## src/rtl/instruction_line_fetcher_pkg.sv

```systemverilog
// Shared state encoding, widths and slot helper for the instruction line fetcher.
package instruction_line_fetcher_pkg;

  localparam int WORD_W     = 16;
  localparam int LINE_W     = 64;
  localparam int BEAT_W     = 2;
  localparam int LINE_NUM_W = 6;
  localparam int MEM_ADDR_W = LINE_NUM_W + BEAT_W;

  typedef enum logic [1:0] {
    IDLE  = 2'd0,
    FETCH = 2'd1,
    DONE  = 2'd2
  } fetch_state_e;

  // Bit offset of a beat's 16-bit slot inside the assembled line.
  function automatic int beat_lsb(input logic [BEAT_W-1:0] beat);
    return int'(beat) * WORD_W;
  endfunction

endpackage

```

## src/rtl/instruction_line_fetcher_if.sv

```systemverilog
// Cache-side line request and memory-side word fetch signals of the line fetcher.
interface instruction_line_fetcher_if;
  import instruction_line_fetcher_pkg::*;

  logic                  line_read_enable;
  logic [LINE_NUM_W-1:0] line_address;
  logic                  line_ready;
  logic [LINE_W-1:0]     line_data;
  logic                  mem_read_enable;
  logic [MEM_ADDR_W-1:0] mem_address;
  logic                  mem_ack;
  logic [WORD_W-1:0]     mem_data;

  modport slave (
    input  line_read_enable, line_address, mem_ack, mem_data,
    output line_ready, line_data, mem_read_enable, mem_address
  );

  modport master (
    output line_read_enable, line_address, mem_ack, mem_data,
    input  line_ready, line_data, mem_read_enable, mem_address
  );

endinterface

```

## src/rtl/instruction_line_fetcher.sv

```systemverilog
// Fills one 64-bit cache line by reading four 16-bit words in order 0..3,
// then pulses line_ready for a single cycle.
module instruction_line_fetcher
  import instruction_line_fetcher_pkg::*;
#(
  parameter int WORDS_PER_LINE = 4,
  parameter int LINE_ADDR_W    = 6
) (
  input  logic                     clock,
  input  logic                     reset,
  instruction_line_fetcher_if.slave bus
);

  localparam logic [BEAT_W-1:0] LAST_BEAT = BEAT_W'(WORDS_PER_LINE - 1);

  fetch_state_e           r_state;
  fetch_state_e           w_state_next;
  logic [BEAT_W-1:0]      r_beat;
  logic [BEAT_W-1:0]      w_beat_next;
  logic [LINE_ADDR_W-1:0] r_line;
  logic [LINE_ADDR_W-1:0] w_line_next;
  logic [LINE_W-1:0]      r_line_data;
  logic                   w_capture;

  // NOTE: the line buffer is reset along with the control state because a
  // freshly reset fetcher must present an all-zero line to the cache.
  always_ff @(posedge clock) begin
    if (reset) begin
      r_state     <= IDLE;
      r_beat      <= '0;
      r_line      <= '0;
      r_line_data <= '0;
    end else begin
      // NOTE: non-blocking so every register samples pre-edge values,
      // letting the capture below use the beat that is being retired.
      r_state <= w_state_next;
      r_beat  <= w_beat_next;
      r_line  <= w_line_next;
      if (w_capture) begin
        r_line_data[beat_lsb(r_beat) +: WORD_W] <= bus.mem_data;
      end
    end
  end

  always_comb begin
    // NOTE: defaults first so no path through the case leaves a latch.
    w_state_next = r_state;
    w_beat_next  = r_beat;
    w_line_next  = r_line;
    w_capture    = 1'b0;

    case (r_state)
      IDLE: begin
        if (bus.line_read_enable) begin
          w_state_next = FETCH;
          w_line_next  = bus.line_address;
          w_beat_next  = '0;
        end
      end
      FETCH: begin
        // Requests arriving mid-fill are dropped; the cache retries later.
        if (bus.mem_ack) begin
          w_capture = 1'b1;
          if (r_beat == LAST_BEAT) begin
            w_state_next = DONE;
          end else begin
            w_beat_next = r_beat + BEAT_W'(1);
          end
        end
      end
      DONE: begin
        w_state_next = IDLE;
      end
      default: begin
        w_state_next = IDLE;
      end
    endcase
  end

  // Every output is a direct decode of registered state.
  assign bus.line_ready      = (r_state == DONE);
  assign bus.mem_read_enable = (r_state == FETCH);
  assign bus.mem_address     = {r_line, r_beat};
  assign bus.line_data       = r_line_data;

endmodule

```

## src/flat_wrapper.sv

```systemverilog
// flat-port wrapper written by rule: the top's interface ports become plain ports
module instruction_line_fetcher_flat import instruction_line_fetcher_pkg::*;
#(
  parameter int WORDS_PER_LINE = 4,
  parameter int LINE_ADDR_W    = 6
)
  (clock, reset, bus_line_read_enable, bus_line_address, bus_mem_ack, bus_mem_data, bus_line_ready, bus_line_data, bus_mem_read_enable, bus_mem_address);
  instruction_line_fetcher_if bus_i ();
  input  logic clock;
  input  logic reset;
  input wire logic [$bits(bus_i.line_read_enable)-1:0] bus_line_read_enable;
  input wire logic [$bits(bus_i.line_address)-1:0] bus_line_address;
  input wire logic [$bits(bus_i.mem_ack)-1:0] bus_mem_ack;
  input wire logic [$bits(bus_i.mem_data)-1:0] bus_mem_data;
  output wire logic [$bits(bus_i.line_ready)-1:0] bus_line_ready;
  output wire logic [$bits(bus_i.line_data)-1:0] bus_line_data;
  output wire logic [$bits(bus_i.mem_read_enable)-1:0] bus_mem_read_enable;
  output wire logic [$bits(bus_i.mem_address)-1:0] bus_mem_address;
  assign bus_i.line_read_enable = bus_line_read_enable;
  assign bus_i.line_address = bus_line_address;
  assign bus_i.mem_ack = bus_mem_ack;
  assign bus_i.mem_data = bus_mem_data;
  assign bus_line_ready = bus_i.line_ready;
  assign bus_line_data = bus_i.line_data;
  assign bus_mem_read_enable = bus_i.mem_read_enable;
  assign bus_mem_address = bus_i.mem_address;
  instruction_line_fetcher #(.WORDS_PER_LINE(WORDS_PER_LINE), .LINE_ADDR_W(LINE_ADDR_W)) u_core (.clock(clock), .reset(reset), .bus(bus_i));
endmodule
```

## config.mk

```make
export PLATFORM = sky130hd
export DESIGN_NAME = instruction_line_fetcher_flat
export DESIGN_NICKNAME = d
export VERILOG_FILES = /design/src/rtl/instruction_line_fetcher_pkg.sv /design/src/rtl/instruction_line_fetcher_if.sv /design/src/rtl/instruction_line_fetcher.sv /design/src/flat_wrapper.sv
export SDC_FILE = /design/constraint.sdc
export NUM_CORES = 1
export LEC_CHECK = 0
export ABC_AREA = 0
export CAP_MARGIN = 0
export CORE_ASPECT_RATIO = 0.7
export CORE_MARGIN = 2
export CORE_UTILIZATION = 25
export CTS_CLUSTER_DIAMETER = 30
export DETAILED_ROUTE_END_ITERATION = 12
export PLACE_DENSITY_LB_ADDON = 0.3
export SLEW_MARGIN = 20
export SYNTH_ARGS = -nofsm -noshare
export SYNTH_HDL_FRONTEND = slang
export SYNTH_SLANG_ARGS = --single-unit
```

## constraint.sdc

```tcl
create_clock -name clock -period 2.4 [get_ports clock]
set_input_delay 0.48 -clock clock [delete_from_list [all_inputs] [get_ports clock]]
set_output_delay 0.48 -clock clock [all_outputs]
set_load 0.1 [all_outputs]
```

==> metrics.md <==
| Metric | Value |
|---|---|
| Proportion of layout cells with a drive suffix above 1 | `24.7%` |
| Sink Count | `74` |
| Start of the worst register-to-register path | `u_core.r_beat[0]` |
| Finished Core Util | `37.2%` |
| Yosys warning count | `0` |
| Required time at the worst-slack endpoint | `1920 ps` |
| Number of standard cells after synthesis | `341` |
| Number of antenna violations at the first check in global routing | `0` |
| Worst hold path startpoint | `u_core.bus.line_data[53]` |
| Pin count of the biggest net entering global routing | `46` |
| Die outline width | `133 um` |
| Vias in the first global route | `2,578` |
| Global route overflow | `0` |
| Quantity of I/O buffers inserted on ports | `99` |
| Synthesized flop and latch total | `74` |
| CP max FO | `14` |
| Part of the cycle the worst path needs | `79.9%` |
| Cells traversed along the worst timing path | `nor2b_1 > buf_12` |
| Placement Setup Slack | `435 ps` |
| Clock buffer count from CTS | `9` |
| Detailed-route DRC error count | `0` |
| CP Data Arrival Time | `1440 ps` |
| Total wire length | `9.33 mm` |
| Inserted Diodes | `0` |
| Max stage delay cell, worst path | `sky130_fd_sc_hd__dfxtp_1` |
| Sequential share of the synthesized area | `50.8%` |
| Post-synth EDFFs | `0` |
| Worst Setup Slack, final | `482 ps` |
| Worst min-delay path category | `flop to flop` |
| Headroom to the max-slew limit | `42.2%` |
| Worst VDD drop | `0.344 mV` |
| Root buffer cell | `sky130_fd_sc_hd__clkbuf_16` |
| IO Pins | `100` |
| NumNets Final | `468` |
| Aggregate global-route resource usage | `14.8%` |
| Number of library cell types mapped by synthesis | `26` |
| Clk buf depth | `2` |
| Clock slew seen by the registers of the worst setup and hold paths | `60 ps` |
| Worst setup slack for register-to-register paths | `500 ps` |
| Area of the mapped netlist | `0.00292 sq mm` |
| Die boundary height | `94.4 um` |
| Final weighted congestion in routability-driven placement | `0.725` |
| Post-synthesis cell type with the largest combined area | `sky130_fd_sc_hd__dfxtp_1` |
| Synthesized area divided by synthesized cell count | `8.56 sq um` |
| Number of iterations in the first detailed-routing pass | `5` |
| Count of routing violations after the opening detailed-route iteration | `230` |
| CTS resizes | `0` |
| Post-synth ARST share | `0%` |
| Top FF cell, synth | `sky130_fd_sc_hd__dfxtp_1` |
| TritonCTS clock tree | `done` |
| Highest clock rate | `521 MHz` |
| Standard-cell row count | `32` |
| Wire length of the first global-routing pass | `14.0 mm` |
| Crit end category | `output port` |
| Number of max-slew violations in the final report | `0` |
| Accumulated negative setup slack | `0 ps` |
| Number of routed nets with antenna violations | `0` |
| Cell count of the worst reg-to-reg path | `6` |
| Number of H-tree branching levels | `3` |
| Total leakage power | `1.60 nW` |
| Initial cell density of the core | `26.0%` |
| Actual slew at the worst max-slew pin | `867 ps` |
| Hold Path Depth | `2` |
| Leading cell types by total area after synthesis | `sky130_fd_sc_hd__dfxtp_1, sky130_fd_sc_hd__a21oi_1, sky130_fd_sc_hd__nand3_1` |
| RSZ-0062 raised after global routing | `false` |
| Clock insertion delay at the later pin of the skew report | `330 ps` |
| Reported max-cap violation count | `0` |
| Share of the synthesized area in the top cell type | `50.8%` |
| CP Class | `flop to output port` |
| Worst Hold End | `u_core.bus.line_data[53]` |
| WL/cell | `15.7 um` |
| Area grow syn2layout | `42.8%` |
| Floorplan core area | `0.0112 sq mm` |
| Hold-fix buffers, CTS | `0` |
| Detailed-route via count | `2,768` |
| Final critical-path required period | `1920 ps` |
| Number of endpoints failing setup at the final stage | `0` |
| Detailed placement HPWL | `6.54 mm` |
| Number of hold violations in the final report | `0` |
| Endpoint of the most critical register-to-register path | `u_core.bus.line_data[54]` |
| Die ar. | `0.0126 sq mm` |
| Post-CTS Setup Bufs | `0` |
| Outcome | `completed` |
| Post-Synthesis Net Count | `373` |
| Crit start category | `flop` |
| Total power per unit cell area | `693 mW/mm^2` |
| Layout Skew | `4.29 ps` |
| Detail-routed via count per cell | `4.66` |
| Peak per-stage delay on the critical path | `560 ps` |
[logic make-up (layout without fill, tap and decap cells)]
family,Yosys count,count (layout),share of synthesized area [%]
simple gates,157,157,27.8
flops,74,74,50.8
compound gates,67,67,11.5
buf+inv,31,131,5.27
fa+ha+maj,6,6,2.57
mux,6,6,2.06
[per-stage QoR]
stage | hold slack (ps) | instance area [sq um] | power (W) | instances
2_1_floorplan | 565 | 2920 | 0.00152 | 341
3_3_place_gp | 443 | 3880 | 0.00164 | 578
3_5_place_dp | 445 | 3880 | 0.00164 | 578
4_1_cts | 456 | 4170 | 0.00292 | 594
5_1_grt | 476 | 4170 | 0.00298 | 594
6_report | 452 | 4170 | 0.00289 | 594
[layout make-up]
class	count	area, sq um
fillers	1164	7040
clock buffers	14	274
well taps	153	191
flip-flops and latches	74	1480
inverters	2	7.51
repair buffers	113	918
multi-input cells	236	1280
clock inverters	2	10.0
[how the worst max path moves through the flow]
stage	start	slack, ps	cells past startpoint	end
after floorplan	u_core.r_state[0]	40	2	bus_mem_read_enable
after global placement	bus_mem_ack	480	5	u_core.bus.line_data[46]
after detailed placement	bus_mem_ack	430	5	u_core.bus.line_data[43]
after CTS	u_core.r_state[0]	470	2	bus_mem_read_enable
after global routing	u_core.r_beat[0]	350	6	u_core.bus.line_data[52]
final	u_core.r_state[0]	480	2	bus_mem_read_enable
[cell usage in the layout, fill, tap and decap left out]
| cell type | count |
|---|---|
| sky130_fd_sc_hd__nand4b_1 | 4 |
| sky130_fd_sc_hd__nor4b_4 | 2 |
| sky130_fd_sc_hd__buf_2 | 1 |
| sky130_fd_sc_hd__a21oi_1 | 65 |
| sky130_fd_sc_hd__buf_12 | 1 |
| sky130_fd_sc_hd__o21ai_0 | 2 |
| sky130_fd_sc_hd__nand4bb_1 | 1 |
| sky130_fd_sc_hd__ha_1 | 6 |
| sky130_fd_sc_hd__clkbuf_8 | 3 |
| sky130_fd_sc_hd__nor3b_2 | 1 |
| sky130_fd_sc_hd__nor2_1 | 6 |
| sky130_fd_sc_hd__mux2i_1 | 6 |
| sky130_fd_sc_hd__nor2b_1 | 2 |
| sky130_fd_sc_hd__nand2_1 | 64 |
| sky130_fd_sc_hd__nor3b_1 | 1 |
| sky130_fd_sc_hd__nand2b_1 | 2 |
| sky130_fd_sc_hd__nand3b_1 | 1 |
| sky130_fd_sc_hd__dfxtp_1 | 72 |
| sky130_fd_sc_hd__buf_4 | 87 |
| sky130_fd_sc_hd__and4bb_2 | 1 |
| sky130_fd_sc_hd__nand3_1 | 65 |
| sky130_fd_sc_hd__and4b_1 | 5 |
| sky130_fd_sc_hd__inv_1 | 2 |
| sky130_fd_sc_hd__dfxtp_2 | 2 |
| sky130_fd_sc_hd__clkbuf_16 | 9 |
| sky130_fd_sc_hd__clkdlybuf4s50_1 | 24 |
| sky130_fd_sc_hd__clkinv_2 | 2 |
| sky130_fd_sc_hd__or4b_1 | 1 |
| sky130_fd_sc_hd__clkbuf_1 | 2 |
| sky130_fd_sc_hd__nor3_1 | 1 |
[routing by layer]
| metal | GRT usage (%) | wire length, um | vias up |
|---|---|---|---|
| met4 | 4.79 | 91 | 0 |
| li1 | - | - | 1369 |
| met5 | 0 | 0 | - |
| met2 | 20.6 | 3900 | 97 |
| met1 | 20.3 | 4360 | 1293 |
| met3 | 6.39 | 980 | 9 |
[Yosys cell counts, types with 2 or more instances]
| cell type | instances |
|---|---|
| sky130_fd_sc_hd__mux2i_1 | 6 |
| sky130_fd_sc_hd__nand2b_1 | 2 |
| sky130_fd_sc_hd__inv_1 | 2 |
| sky130_fd_sc_hd__dfxtp_1 | 74 |
| sky130_fd_sc_hd__nand3_1 | 65 |
| sky130_fd_sc_hd__buf_2 | 9 |
| sky130_fd_sc_hd__nand2_1 | 64 |
| sky130_fd_sc_hd__ha_1 | 6 |
| sky130_fd_sc_hd__nor2b_1 | 2 |
| sky130_fd_sc_hd__nand4b_1 | 4 |
| sky130_fd_sc_hd__clkbuf_1 | 12 |
| sky130_fd_sc_hd__nor4b_4 | 2 |
| sky130_fd_sc_hd__a21oi_1 | 65 |
| sky130_fd_sc_hd__nor2_1 | 6 |
| sky130_fd_sc_hd__o21ai_0 | 2 |
| sky130_fd_sc_hd__and4b_1 | 5 |
| sky130_fd_sc_hd__clkbuf_2 | 3 |
| sky130_fd_sc_hd__buf_4 | 4 |
[worst max-delay path: cells and delay by family, from the launching register on]
family	cells	cell delay, ps
AND/OR/NAND/NOR	1	330
buffers and inverters	1	220
flip-flops	1	560
[sequential cells by signal (all words and copies together), names as in the netlist]
register	cells
u_core.r_beat	2
u_core.bus.line_data	64
u_core.r_state	2
u_core.r_line	6
[where the power goes]
group | leakage, nW | internal (W) | switching (W)
Combinational | 0.856 | 0.0000997 | 0.000248
Sequential | 0.599 | 0.00125 | 0.0000178
Clock | 0.143 | 0.000782 | 0.000492
Total | 1.60 | 0.00213 | 0.000758
Note: power is estimated with default switching activity, not from simulation.
